<file path="src/rtl/spi_cmd_pkg.sv">
// Shared definitions for the SPI command decoder: command codes, FSM states,
// frame length and word field positions.
package spi_cmd_pkg;

  localparam int FRAME_BITS = 32;

  localparam int PAR_BIT  = 31;
  localparam int CMD_MSB  = 30;
  localparam int CMD_LSB  = 28;
  localparam int ADDR_MSB = 27;
  localparam int ADDR_LSB = 24;
  localparam int DATA_MSB = 23;
  localparam int DATA_LSB = 0;

  localparam logic [2:0] CMD_NOP     = 3'd0;
  localparam logic [2:0] CMD_WRITE   = 3'd1;
  localparam logic [2:0] CMD_ENABLE  = 3'd2;
  localparam logic [2:0] CMD_DISABLE = 3'd3;

  typedef enum logic [2:0] {
    ST_IDLE,
    ST_ARMED,
    ST_SETTLE,
    ST_DECODE,
    ST_ISSUE
  } state_t;

  function automatic logic [7:0] sat_inc8(input logic [7:0] val);
    return (val == 8'hFF) ? val : val + 8'd1;
  endfunction

endpackage

</file>
<file path="src/rtl/sync_edge_det.sv">
// Three-flop pad synchronizer with rise/fall strobes taken from the two
// oldest stages; RST_VAL sets the idle level the chain resets to.
module sync_edge_det #(
  parameter logic RST_VAL = 1'b0
) (
  input  logic clock,
  input  logic reset,
  input  logic pad,
  output logic rise,
  output logic fall
);

  logic [2:0] sync;

  always_ff @(posedge clock or posedge reset) begin
    if (reset) sync <= {3{RST_VAL}};
    else       sync <= {sync[1:0], pad};
  end

  assign rise = (sync[2:1] == 2'b01);
  assign fall = (sync[2:1] == 2'b10);

endmodule

</file>
<file path="src/rtl/spi_cmd_decoder.sv">
// SPI frame tracker and command decoder feeding the motor register file.
// Optional even-parity check over the whole word: define SPI_CMD_PARITY_EN.
//
// state  | meaning
// IDLE   | waiting for ss_n to fall
// ARMED  | frame open, counting sclk rising edges
// SETTLE | frame closed, waiting for receiver shift latency
// DECODE | sample spi_data, validate, execute command
// ISSUE  | holding a register write until wr_ready
module spi_cmd_decoder
  import spi_cmd_pkg::*;
#(
  parameter int SETTLE_CYCLES = 2,
  parameter int ADDR_W        = 4
) (
  input  logic              clock,
  input  logic              reset,
  input  logic              ss_n,
  input  logic              sclk,
  input  logic [31:0]       spi_data,
  output logic              wr_valid,
  input  logic              wr_ready,
  output logic [ADDR_W-1:0] wr_addr,
  output logic [23:0]       wr_data,
  output logic [7:0]        motor_enable,
  output logic [7:0]        frame_count,
  output logic [7:0]        err_count,
  output logic              busy
);

  localparam int SETTLE_W = (SETTLE_CYCLES > 1) ? $clog2(SETTLE_CYCLES) : 1;
  localparam logic [SETTLE_W-1:0] SETTLE_LOAD = SETTLE_W'(SETTLE_CYCLES - 1);

  state_t              state;
  logic [5:0]          bit_cnt;
  logic [SETTLE_W-1:0] settle_cnt;

  logic ss_rise, ss_fall, sclk_rise, sclk_fall_unused;
  logic [2:0] cmd;
  logic parity_bad, frame_bad;

  sync_edge_det #(.RST_VAL(1'b1)) u_ss_sync (
    .clock (clock),
    .reset (reset),
    .pad   (ss_n),
    .rise  (ss_rise),
    .fall  (ss_fall)
  );

  sync_edge_det #(.RST_VAL(1'b0)) u_sclk_sync (
    .clock (clock),
    .reset (reset),
    .pad   (sclk),
    .rise  (sclk_rise),
    .fall  (sclk_fall_unused)
  );

  assign cmd = spi_data[CMD_MSB:CMD_LSB];

`ifdef SPI_CMD_PARITY_EN
  assign parity_bad = ^spi_data;
`else
  logic par_bit_unused;
  assign par_bit_unused = spi_data[PAR_BIT];
  assign parity_bad     = 1'b0;
`endif

  // Codes 4..7 are reserved and share the reject path with bad lengths.
  assign frame_bad = (bit_cnt != 6'(FRAME_BITS)) || cmd[2] || parity_bad;

  always_ff @(posedge clock or posedge reset) begin
    if (reset) begin
      state        <= ST_IDLE;
      bit_cnt      <= '0;
      settle_cnt   <= '0;
      wr_valid     <= 1'b0;
      wr_addr      <= '0;
      wr_data      <= '0;
      motor_enable <= '0;
      frame_count  <= '0;
      err_count    <= '0;
      busy         <= 1'b0;
    end else begin
      case (state)
        ST_IDLE: begin
          if (ss_fall) begin
            state   <= ST_ARMED;
            bit_cnt <= '0;
            busy    <= 1'b1;
          end
        end

        ST_ARMED: begin
          if (sclk_rise && bit_cnt != 6'd63) bit_cnt <= bit_cnt + 6'd1;
          if (ss_rise) begin
            state      <= ST_SETTLE;
            settle_cnt <= SETTLE_LOAD;
          end
        end

        ST_SETTLE: begin
          if (settle_cnt == '0) state <= ST_DECODE;
          else                  settle_cnt <= settle_cnt - 1'b1;
        end

        ST_DECODE: begin
          if (frame_bad) begin
            err_count <= sat_inc8(err_count);
            state     <= ST_IDLE;
            busy      <= 1'b0;
          end else begin
            frame_count <= frame_count + 8'd1;
            case (cmd)
              CMD_WRITE: begin
                wr_addr  <= ADDR_W'(spi_data[ADDR_MSB:ADDR_LSB]);
                wr_data  <= spi_data[DATA_MSB:DATA_LSB];
                wr_valid <= 1'b1;
                state    <= ST_ISSUE;
              end
              CMD_ENABLE: begin
                motor_enable <= spi_data[7:0];
                state        <= ST_IDLE;
                busy         <= 1'b0;
              end
              CMD_DISABLE: begin
                motor_enable <= '0;
                state        <= ST_IDLE;
                busy         <= 1'b0;
              end
              default: begin
                state <= ST_IDLE;
                busy  <= 1'b0;
              end
            endcase
          end
        end

        ST_ISSUE: begin
          // A new frame opening here is an overrun; it is counted and dropped.
          if (ss_fall) err_count <= sat_inc8(err_count);
          if (wr_valid && wr_ready) begin
            wr_valid <= 1'b0;
            state    <= ST_IDLE;
            busy     <= 1'b0;
          end
        end

        default: begin
          state <= ST_IDLE;
          busy  <= 1'b0;
        end
      endcase
    end
  end

endmodule
</file>
<file path="config.mk">
export PLATFORM = sky130hd
export DESIGN_NAME = spi_cmd_decoder
export DESIGN_NICKNAME = d
export VERILOG_FILES = /design/src/rtl/spi_cmd_pkg.sv /design/src/rtl/sync_edge_det.sv /design/src/rtl/spi_cmd_decoder.sv
export SDC_FILE = /design/constraint.sdc
export NUM_CORES = 1
export LEC_CHECK = 0
export ABC_CLOCK_PERIOD_IN_PS = 7100
export BUFFER_PORTS_ARGS = -buffer_cell sky130_fd_sc_hd__buf_2
export CAP_MARGIN = 20
export CORE_AREA = 2 2 79 81
export DETAILED_ROUTE_END_ITERATION = 8
export DIE_AREA = 0 0 81 83
export PLACE_DENSITY = 0.8
export SLEW_MARGIN = 20
export SYNTH_ARGS = -nofsm -noshare
export SYNTH_HDL_FRONTEND = slang
export SYNTH_SLANG_ARGS = --single-unit
export TNS_END_PERCENT = 50
</file>
<file path="constraint.sdc">
create_clock -name clock -period 7.1 [get_ports clock]
set_input_delay 1.42 -clock clock [delete_from_list [all_inputs] [get_ports clock]]
set_output_delay 1.42 -clock clock [all_outputs]
set_load 0.01 [all_outputs]
</file>
* Word-level counts from Yosys, hierarchy flattened
Index checks and enable logic that the tools add are counted.
** Operators by class
- Add/subtract/negate cells :: 4
- Eq/ne operators :: 23
- Multiplexer cells :: 26
- Bitwise logic cells :: 2
- Reductions and logical operators :: 18
** Operators by type and width (count)
- $pmux W8 S2 :: 2
- $mux W8 :: 3
- $mux W3 :: 6
- $ne A2 B2 Y1 const B :: 9
- $add A8 B1 Y8 const B :: 2
- $pmux W3 S5 :: 1
- $eq A3 B2 Y1 const B :: 4
- $mux W6 :: 2
- $ne A6 B6 Y1 const B :: 2
- $pmux W6 S2 :: 1
- $reduce_and A3 Y1 :: 4
- $reduce_and A4 Y1 :: 3
- $eq A8 B8 Y1 const B :: 1
- $mux W1 :: 8
- $reduce_bool A2 Y1 :: 4
- $add A6 B1 Y6 const B :: 1
- $eq A3 B1 Y1 const B :: 2
- $eq A2 B1 Y1 const B :: 2
- $pmux W1 S2 :: 2
- $pmux W1 S4 :: 1
- $reduce_and A2 Y1 :: 2
- $eq A3 B3 Y1 const B :: 1
- $logic_not A3 Y1 :: 1
- $ne A3 B3 Y1 const B :: 1
- 6 further kinds :: 8
** Word-level totals
- Bits in registers :: 70
- Bits of input ports :: 37
- Output and inout bits :: 54
- Word-level logic and storage cells :: 85

* Longest topological paths before layout
Gate-level depths: netlist of the first run.
- Word-level depth :: 4
- Depth in mapped cells :: 10
- Mapped depth without buffers :: 7

* Hierarchy
A second synthesis of the first run with hierarchy kept.
** Unflattened totals
- Cell total of the unflattened synthesis :: 253
- Area total of the unflattened synthesis :: 3021.6 sq um
** Modules (own cells, without submodules)
- spi_cmd_decoder :: instances 1, cells an instance 241, area each 2830.2 sq um, seq. area each 1601.5 sq um
- sync_edge_det (u_ss_sync) :: instances 1, cells an instance 6, area each 97.6 sq um, seq. area each 78.8 sq um
- sync_edge_det (u_sclk_sync) :: instances 1, cells an instance 6, area each 93.8 sq um, seq. area each 75.1 sq um

* Worst setup path after synthesis of the first run
Ideal clock, no wire load.
- Path kind :: in2reg
- Start :: in spi_data[30]
- End :: reg wr_addr[2]
- Setup time :: 117 ps
- Arrival :: 2792 ps
- Slack :: 4192 ps
- Cell stages on the path :: 8
- Cells stage by stage :: nand2b_1 > or3_1 > buf_2 > or3_4 > buf_6 > buf_6 > nand2_1 > nand2_1
** On the way
- Longest elaborated chain between the ends :: 3
** RTL lines
- start: declaration :: RTL line spi_cmd_decoder.sv:20 : input logic [31:0] spi_data,
- parallel branches: the longest is 2 deep, another holds $eq A3 B1 Y1
- $reduce_and A3 Y1 (no line) (*)
- end signal: assignment :: RTL line spi_cmd_decoder.sv:115 : wr_addr <= ADDR_W'(spi_data[ADDR_MSB:ADDR_LSB]);
- end: declaration :: RTL line spi_cmd_decoder.sv:23 : output logic [ADDR_W-1:0] wr_addr,
Mark *: on every way between the ends.
A chain may end at the register's enable or synchronous reset.

* Final worst setup path of the first run
- Start :: in spi_data[30]
- End :: reg wr_data[17]
** On the way
- Longest elaborated chain between the ends :: 3
** RTL lines
- parallel branches: the longest is 2 deep, another holds $eq A3 B1 Y1
- $reduce_and A3 Y1 (no line) (*)
- end signal: assignment :: RTL line spi_cmd_decoder.sv:116 : wr_data <= spi_data[DATA_MSB:DATA_LSB];
- end: declaration :: RTL line spi_cmd_decoder.sv:24 : output logic [23:0] wr_data,
Marks and branches as above.

==> results.md, run 1 <==
- Number of buffers added for setup after CTS: 0
- Arrival time of data at the critical path endpoint: 2.93 ns
- Maximum clock insertion buffer count: 2
- CP startpoint kind: primary input
- Global route total overflow: 0
- First-pass detailed-route iteration total: 4
- Mean routed wirelength per cell: 13.1 um
- Routability congestion estimate from global placement: 0.786
- Die outline height: 83 um
- HPWL after DPL: 4270 um
- Total of buffers placed on input and output ports: 89
- Min-Delay Path Class: register to register
- Full die area: 6720 um2
- Setup repair after global routing missed its margin: false
- Syn. warnings: 0
- Slew at the pin closest to its max-slew limit: 0.879 ns
- Slew Limit Headroom: 41.4%
- Post-cts repair resize count: 0
- Share of the synthesized area in the top cell type: 56.5%
- Num rows: 28
- Worst-path fanout max: 29
- TritonCTS clock tree: done
- Synth Area per Inst: 9.63 um2
- Post-synthesis net count: 349
- Leading post-synthesis cells by cell area: sky130_fd_sc_hd__dfrtp_1, sky130_fd_sc_hd__nand2_1, sky130_fd_sc_hd__o21ai_0, sky130_fd_sc_hd__dfstp_2, sky130_fd_sc_hd__xor2_1
- Vias in the first global route: 2304
- Reported max-cap violation count: 0
- Routed wire length: 6250 um
- Sum of met3 wire segment lengths after detailed routing: 401 um
- Period minus WS final: 2.70 ns
- Count of final max-slew check failures: 0
- Outcome: completed
- Final setup violation count: 0
- Leakage power: 2.06 nW
- PD cells: 235 nW/um2
- DR DRC count: 0
- Maximum number of pins on one net before global-route repair: 71
- Die X-Extent: 81 um
- Wire length of the first global-routing pass: 10000 um
- Worst VDD drop: 0.171 mV
- Fillcell total: 491
- Async set-reset flop share out of synthesis: 100%
- Cell type with the largest total area after synthesis: sky130_fd_sc_hd__dfrtp_1
- Detail Route met2 WL: 2980 um
- Final design utilization: 63.1%
- Hold_ws: 0.349 ns
- Count of flip-flops with a built-in enable after synthesis: 0
- Detail Route Antenna Nets: 0
- Number of antenna diodes: 0
- Start-to-end type of the worst setup path: primary input to register
- Total negative setup slack: 0 ns
- Layout Nets: 438
- Synthesized area: 2970 um2
- Endpoint required time on the critical path: 7.33 ns
- Critical Path End Type: register
- Starting density of the core: 51.0%
- Met1 Routed Length: 2850 um
- Number of clock buffers inserted by TritonCTS: 9
- Primary flip-flop cell chosen by synthesis mapping: sky130_fd_sc_hd__dfrtp_1
- Clock skew: 0.0103 ns
- Fin. Hold Viols: 0
- Layout cell share with drive strength beyond 1: 29.6%
- Post-cts hold buffer count: 0
- Fraction of the cycle the final worst path needs: 38.0%
- IO Pins: 91
- Highest metal layer with signal wires: met4
- Top achievable clock speed: 371 MHz
- Synthesized instance count: 308
- Synth Register Bits: 70
- Maximum level of the CTS H-tree: 3
- TritonCTS sink count: 70
- Antenna violations before repair: 0
- Number of distinct library cells after synthesis: 37
- Violation count after the first detailed-routing iteration: 90
- Synth-to-Final Area Change: 23.7%
- Share of the yosys chip area belonging to registers: 59.2%
- Clock root buffer: sky130_fd_sc_hd__clkbuf_8
- Total track usage: 18.9%
- Clk_lat worst skew: 0.34 ns
- Via/cell ratio: 5.00
- CTS clk-pin slew, worst paths: 0.07 ns
- Count of vias placed by the detailed router: 2383
- Core region area: 5820 um2
-- layer usage --
| metal | track usage [%] | vias up |
|---|---|---|
| met1 | 23.0 | 1135 |
| li1 | - | 1174 |
| met4 | 6.16 | 0 |
| met2 | 31.8 | 71 |
| met3 | 5.76 | 3 |
| met5 | 0 | - |
-- power by group --
group / switching [mW] / internal (mW) / total, mW
sequential: 0.0201 / 0.417 / 0.437
clock: 0.148 / 0.206 / 0.353
combinational: 0.0391 / 0.0347 / 0.0739
total: 0.207 / 0.658 / 0.864
-- layout make-up --
class,count,area (um2),area share [%]
inverters,8,30.0,0.818
clock inverters,6,85.1,2.32
multi-input cells,217,1110,30.2
repair buffers,91,460,12.5
flip-flops and latches,70,1760,47.8
clock buffers,10,138,3.75
well taps,75,93.8,2.56
-- logic make-up (layout without fill, tap and decap cells) --
| group | count (synthesis) | in the layout | share of synthesized area (%) |
|---|---|---|---|
| AND/OR/NAND/NOR | 162 | 162 | 23.6 |
| flip-flops | 70 | 70 | 59.2 |
| AO/OA/AOI/OAI | 34 | 34 | 6.75 |
| buffers and inverters | 21 | 115 | 3.63 |
| XOR/XNOR | 15 | 15 | 4.43 |
| adder cells (fa/ha/maj) | 4 | 4 | 1.69 |
| multiplexers | 2 | 2 | 0.717 |
-- synthesized netlist by cell type, types with 2 or more instances --
cell                       count
sky130_fd_sc_hd__nand2_1     114
sky130_fd_sc_hd__dfrtp_1      67
sky130_fd_sc_hd__o21ai_0      17
sky130_fd_sc_hd__nor2_1       11
sky130_fd_sc_hd__inv_1         8
sky130_fd_sc_hd__nand3_1       8
sky130_fd_sc_hd__xor2_1        8
sky130_fd_sc_hd__xnor2_1       7
sky130_fd_sc_hd__nor3_1        6
sky130_fd_sc_hd__and3_1        5
sky130_fd_sc_hd__buf_2         5
sky130_fd_sc_hd__clkbuf_1      5
sky130_fd_sc_hd__a21oi_1       4
sky130_fd_sc_hd__ha_1          4
sky130_fd_sc_hd__nand2b_1      4
sky130_fd_sc_hd__nand4_1       4
sky130_fd_sc_hd__buf_6         3
sky130_fd_sc_hd__dfstp_2       3
sky130_fd_sc_hd__o21ai_1       3
sky130_fd_sc_hd__nand3b_1      2
sky130_fd_sc_hd__o21a_1        2
sky130_fd_sc_hd__or2_2         2
sky130_fd_sc_hd__or3_1         2
-- layout by cell type (no fill, tap or decap), types with 2 or more instances in the layout --
master	netlist	routed
sky130_fd_sc_hd__a21oi_1	4	4
sky130_fd_sc_hd__and3_1	5	5
sky130_fd_sc_hd__buf_2	5	89
sky130_fd_sc_hd__buf_4	0	2
sky130_fd_sc_hd__bufinv_16	0	2
sky130_fd_sc_hd__clkbuf_8	0	10
sky130_fd_sc_hd__clkinv_2	0	2
sky130_fd_sc_hd__clkinvlp_4	0	2
sky130_fd_sc_hd__dfrtp_1	67	67
sky130_fd_sc_hd__dfstp_2	3	3
sky130_fd_sc_hd__ha_1	4	4
sky130_fd_sc_hd__inv_1	8	7
sky130_fd_sc_hd__nand2_1	114	114
sky130_fd_sc_hd__nand2b_1	4	4
sky130_fd_sc_hd__nand3_1	8	8
sky130_fd_sc_hd__nand3b_1	2	2
sky130_fd_sc_hd__nand4_1	4	4
sky130_fd_sc_hd__nor2_1	11	11
sky130_fd_sc_hd__nor3_1	6	5
sky130_fd_sc_hd__o21a_1	2	2
sky130_fd_sc_hd__o21ai_0	17	17
sky130_fd_sc_hd__o21ai_1	3	3
sky130_fd_sc_hd__or2_2	2	2
sky130_fd_sc_hd__or3_1	2	2
sky130_fd_sc_hd__xnor2_1	7	7
sky130_fd_sc_hd__xor2_1	8	8
-- worst max-delay path, cell delays in order --
cell and delay (ns):
sky130_fd_sc_hd__buf_2 0.10, sky130_fd_sc_hd__nand2b_1 0.16, sky130_fd_sc_hd__or3_1 0.49, sky130_fd_sc_hd__or3_4 0.56
sky130_fd_sc_hd__nand2_1 0.13, sky130_fd_sc_hd__nand2_1 0.05
-- state kept, by name, summed over array words and instances, names as in the netlist --
register / flops
wr_data: 24
busy: 1
bit_cnt: 6
u_ss_sync.sync: 3
motor_enable: 8
wr_addr: 4
settle_cnt: 1
err_count: 8
frame_count: 8
state: 3
u_sclk_sync.sync: 3
wr_valid: 1
-- per-stage QoR --
stage	cell area, um2	total power, mW	std cells	setup WS, ns
6_report	3670	0.864	477	4.40
5_1_grt	3670	0.903	477	4.33
4_1_cts	3670	0.874	477	4.41
3_5_place_dp	3450	0.519	461	4.04
3_3_place_gp	3450	0.515	461	4.07
2_1_floorplan	2970	0.481	308	3.92
-- worst paths after layout --
kind	start	end	slack, ns	depth (start not counted)
max reg2reg	bit_cnt[4]	wr_data[17]	4.78	5
max in group asynchronous	reset	wr_data[4]	5.19	3
max	spi_data[30]	wr_data[17]	4.40	6
min	u_sclk_sync.sync[0]	u_sclk_sync.sync[1]	0.35	0
min reg2reg	u_sclk_sync.sync[0]	u_sclk_sync.sync[1]	0.35	0
min in group asynchronous	reset	wr_data[19]	1.34	3
Note: power is estimated with default switching activity, not from simulation.
==> inputs of run 2 (changes only) <==
ABC_AREA = 1   (was unset)
ABC_CLOCK_PERIOD_IN_PS = 2300   (was 7100)
CORE_AREA = 2 2 86 88   (was 2 2 79 81)
DIE_AREA = 0 0 88 90   (was 0 0 81 83)
PLACE_DENSITY = 0.75   (was 0.8)
clock period = 2.3 ns   (was 7.1 ns; I/O delays follow)
==> run 2 against run 1 <==
Synthesized area up 6.7%. Cell count up 22%. Power rose to 3.2 times the previous value. Wire length up 11%. Clock skew down 0.0037 ns. Highest routed layer unchanged. Largest power group unchanged. Register-to-register slack worse by 4.4 ns.
==> results.md, run 2 <==
- Outcome: completed
- Largest incremental delay on the critical path: 0.44 ns (-0.12 ns)
- Fraction of the cycle the final worst path needs: 83.8%
- Multi-input logic area: 1240 um2 (+12%)
- Async set-reset flop share out of synthesis: 100% (unchanged)
- Critical Path End Type: register
- Detail Route Antenna Nets: 0 (unchanged)
- Reg2Reg Capture Point: frame_count[5]
- Global route total overflow: 0 (unchanged)
- PD cells: 714 nW/um2 (+200%)
- Syn. warnings: 0 (unchanged)
- TritonCTS clock tree: done
- Buffering stage count on the worst path with inverters included: 3 (+2)
- Post-Place Cells: 566 (+23%)
- Vias in the first global route: 2590 (+12%)
- Layout cell share with drive strength beyond 1: 25.5% (-4.1 points)
- Starting density of the core: 45.1% (-5.9 points)
- Violation count after the first detailed-routing iteration: 162 (+80%)
- Total of buffers placed on input and output ports: 89 (unchanged)
- Via/cell ratio: 4.81 (-3.7%)
- Clock root buffer: sky130_fd_sc_hd__clkbuf_8
- Number of clock buffers inserted by TritonCTS: 9 (unchanged)
- Number of buffers added for setup after CTS: 0 (unchanged)
- Cell type with the largest total area after synthesis: sky130_fd_sc_hd__dfrtp_1
- Cell family with the largest share of critical-path delay: simple AND/OR/NAND/NOR gates
- Leading cell type in the layout, fill and taps excluded: sky130_fd_sc_hd__nand2_1
- Cell with the most instances after synthesis: sky130_fd_sc_hd__nand2_1
- Mean routed wirelength per cell: 12.0 um (-8.6%)
- Number of distinct library cells after synthesis: 25 (-32%)
- Post-synthesis net count: 420 (+20%)
- Period minus WS final: 1.93 ns
- Synth-to-Final Area Change: 23.6% (about the same)
- CTS clk-pin slew, worst paths: 0.07 ns (about the same)
- First-pass detailed-route iteration total: 4 (unchanged)
- Post-cts repair resize count: 0 (unchanged)
- Setup repair after global routing missed its margin: false
- Top library cells by usage in the layout, fill and taps aside: sky130_fd_sc_hd__nand2_1, sky130_fd_sc_hd__buf_2, sky130_fd_sc_hd__dfrtp_1
- Library cell contributing the largest single delay on the critical path: sky130_fd_sc_hd__dfrtp_1
- DR DRC count: 0 (unchanged)
- Min-Delay Path Class: primary input to async pin
- Top post-synthesis cells by count: sky130_fd_sc_hd__nand2_1, sky130_fd_sc_hd__dfrtp_1, sky130_fd_sc_hd__nand3_1
- Die X-Extent: 88 um (+8.6%)
- Maximum clock insertion buffer count: 2 (unchanged)
- Endpoint required time on the critical path: 2.52 ns (-4.81 ns)
- Synthesized instance count: 379 (+23%)
- Sequential cell area in the final layout: 1760 um2 (unchanged)
- Arrival time of data at the critical path endpoint: 2.15 ns (-0.78 ns)
- Reg with most FFs: wr_data
- Reported max-cap violation count: 0 (unchanged)
- Register-to-register path setup slack: 0.37 ns (-4.41 ns)
- Fin. Hold Viols: 0 (unchanged)
- Largest register FFs: 24 (unchanged)
- Routed wire length: 6960 um (+11%)
- Full die area: 7920 um2 (+18%)
- Fillcell total: 651 (+33%)
- Leading post-synthesis cells by cell area: sky130_fd_sc_hd__dfrtp_1, sky130_fd_sc_hd__nand2_1, sky130_fd_sc_hd__nand3_1, sky130_fd_sc_hd__inv_1, sky130_fd_sc_hd__dfstp_2
- Num rows: 31 (+11%)
- Core region area: 7020 um2 (+21%)
- Routability congestion estimate from global placement: 0.873 (+11%)
- Most frequent CP cell: sky130_fd_sc_hd__nand2_1
- Wire length of the first global-routing pass: 11900 um (+19%)
- Share of the yosys chip area belonging to registers: 55.5% (-3.7 points)
- Synthesized area: 3170 um2 (+6.7%)
- Count of vias placed by the detailed router: 2795 (+17%)
- Clock skew: 0.00663 ns (-0.00371 ns)
- Count of flip-flops with a built-in enable after synthesis: 0 (unchanged)
- CP startpoint kind: register
- Worst-path fanout max: 13 (-55%)
- Worst VDD drop: 0.354 mV (+110%)
- Antenna violations before repair: 0 (unchanged)
- Layout Nets: 519 (+18%)
- Die outline height: 90 um (+8.4%)
- HPWL after DPL: 4980 um (+17%)
- IO Pins: 91 (unchanged)
- Primary flip-flop cell chosen by synthesis mapping: sky130_fd_sc_hd__dfrtp_1
- Maximum level of the CTS H-tree: 3 (unchanged)
- Count of final max-slew check failures: 0 (unchanged)
- Leakage power: 2.29 nW (+11%)
- Reg2reg start: bit_cnt[0]
- Maximum number of pins on one net before global-route repair: 38 (-46%)
- Top achievable clock speed: 519 MHz
- Number of antenna diodes: 0 (unchanged)
- Slew at the pin closest to its max-slew limit: 0.463 ns (-0.415 ns)
- TritonCTS sink count: 70 (unchanged)
- Non-Filler Instances: 581 (+22%)
- Total negative setup slack: 0 ns (unchanged)
- Start-to-end type of the worst setup path: register to register
- Share of the synthesized area in the top cell type: 53.0% (-3.6 points)
- Synth Area per Inst: 8.35 um2 (-13%)
- Post-cts hold buffer count: 0 (unchanged)
- Final setup violation count: 0 (unchanged)
- Synth Register Bits: 70 (unchanged)
- Slew Limit Headroom: 69.1% (+28 points)
- Critical path cell sequence: inv_1, ha_1, nand2_1, inv_1, nand3_1, nor2_4, buf_4, nand2_1, o21ai_1, nand2_1
- Total track usage: 19.1% (+0.17 points)
- Clk_lat worst skew: 0.34 ns (about the same)
- Number of cell instances on the worst register-to-register path: 10 (+5)
==> run 2: cell types whose count changed after synthesis, moves of 3 or more <==
cell                       change
sky130_fd_sc_hd__xnor2_1       -4
sky130_fd_sc_hd__buf_4         +3
sky130_fd_sc_hd__nand2b_1      -4
sky130_fd_sc_hd__nand2_1      +40
sky130_fd_sc_hd__nand3_1      +42
sky130_fd_sc_hd__clkbuf_1      -5
sky130_fd_sc_hd__nor3_1        -3
sky130_fd_sc_hd__o21ai_0      -13
sky130_fd_sc_hd__inv_1        +20
sky130_fd_sc_hd__o21ai_1       +7
sky130_fd_sc_hd__nand3b_1      +3
sky130_fd_sc_hd__and3_1        -5
sky130_fd_sc_hd__nor2_1        +7
==> run 2: routing by layer <==
layer	vias up	track usage, %	part of all wire (%)
met4	0	7.82	1.6
met2	61	29.5	48
li1	1403	-	-
met1	1320	25.8	46
met5	-	0	0
met3	11	4.32	4.5
==> run 2: cell type report <==
class                      count  share of cell area [%]
clock buffer                  14                    4.16
tap                           99                    3.16
multi-input combinational    270                    31.7
timing repair buffer          99                    13.3
sequential                    70                    44.9
inverter                      28                    2.69
clock inverter                 1                   0.128
==> run 2: how the worst max path moves through the flow <==
stage	startpoint	end	slack, ns	depth (start not counted)
finish	bit_cnt[0]	frame_count[5]	0.37	10
global route	bit_cnt[0]	wr_valid	0.20	9
CTS	bit_cnt[0]	frame_count[5]	0.37	10
detailed placement	bit_cnt[0]	frame_count[5]	0.38	10
global placement	bit_cnt[0]	frame_count[5]	0.43	10
floorplan	reset	bit_cnt[0]	0.08	1
==> run 2: power breakdown <==
part	switching (mW)	internal [mW]	leakage (nW)
registers	0.0818	1.32	0.939
logic	0.333	0.184	1.27
clock network	0.430	0.445	0.0865
total	0.845	1.95	2.29
==> run 2: cell families after synthesis <==
logic type / count (synthesis) / synth area share [%]
compound gates: 18 / 3.04
fa+ha+maj: 4 / 1.58
flops: 70 / 55.5
xor+xnor: 9 / 2.49
buf+inv: 39 / 5.41
simple gates: 239 / 32.0
==> run 2: through the flow <==
step	worst slack [ns]	total power [mW]	utilization [%]	hold WS, ns	instance area, um2
floorplan	0.0768	1.78	-	0.331	3170
global placement	0.432	1.93	53.4	0.336	3750
detailed placement	0.382	1.94	53.4	0.339	3750
CTS	0.373	2.82	55.7	0.199	3910
global route	0.200	2.97	55.7	0.203	3910
finish	0.372	2.79	55.7	0.211	3910
==> run 2: tightest hold or removal path, delay by kind of cell <==
family	cells	cell delay (ns)
buffers and inverters	3	0.51
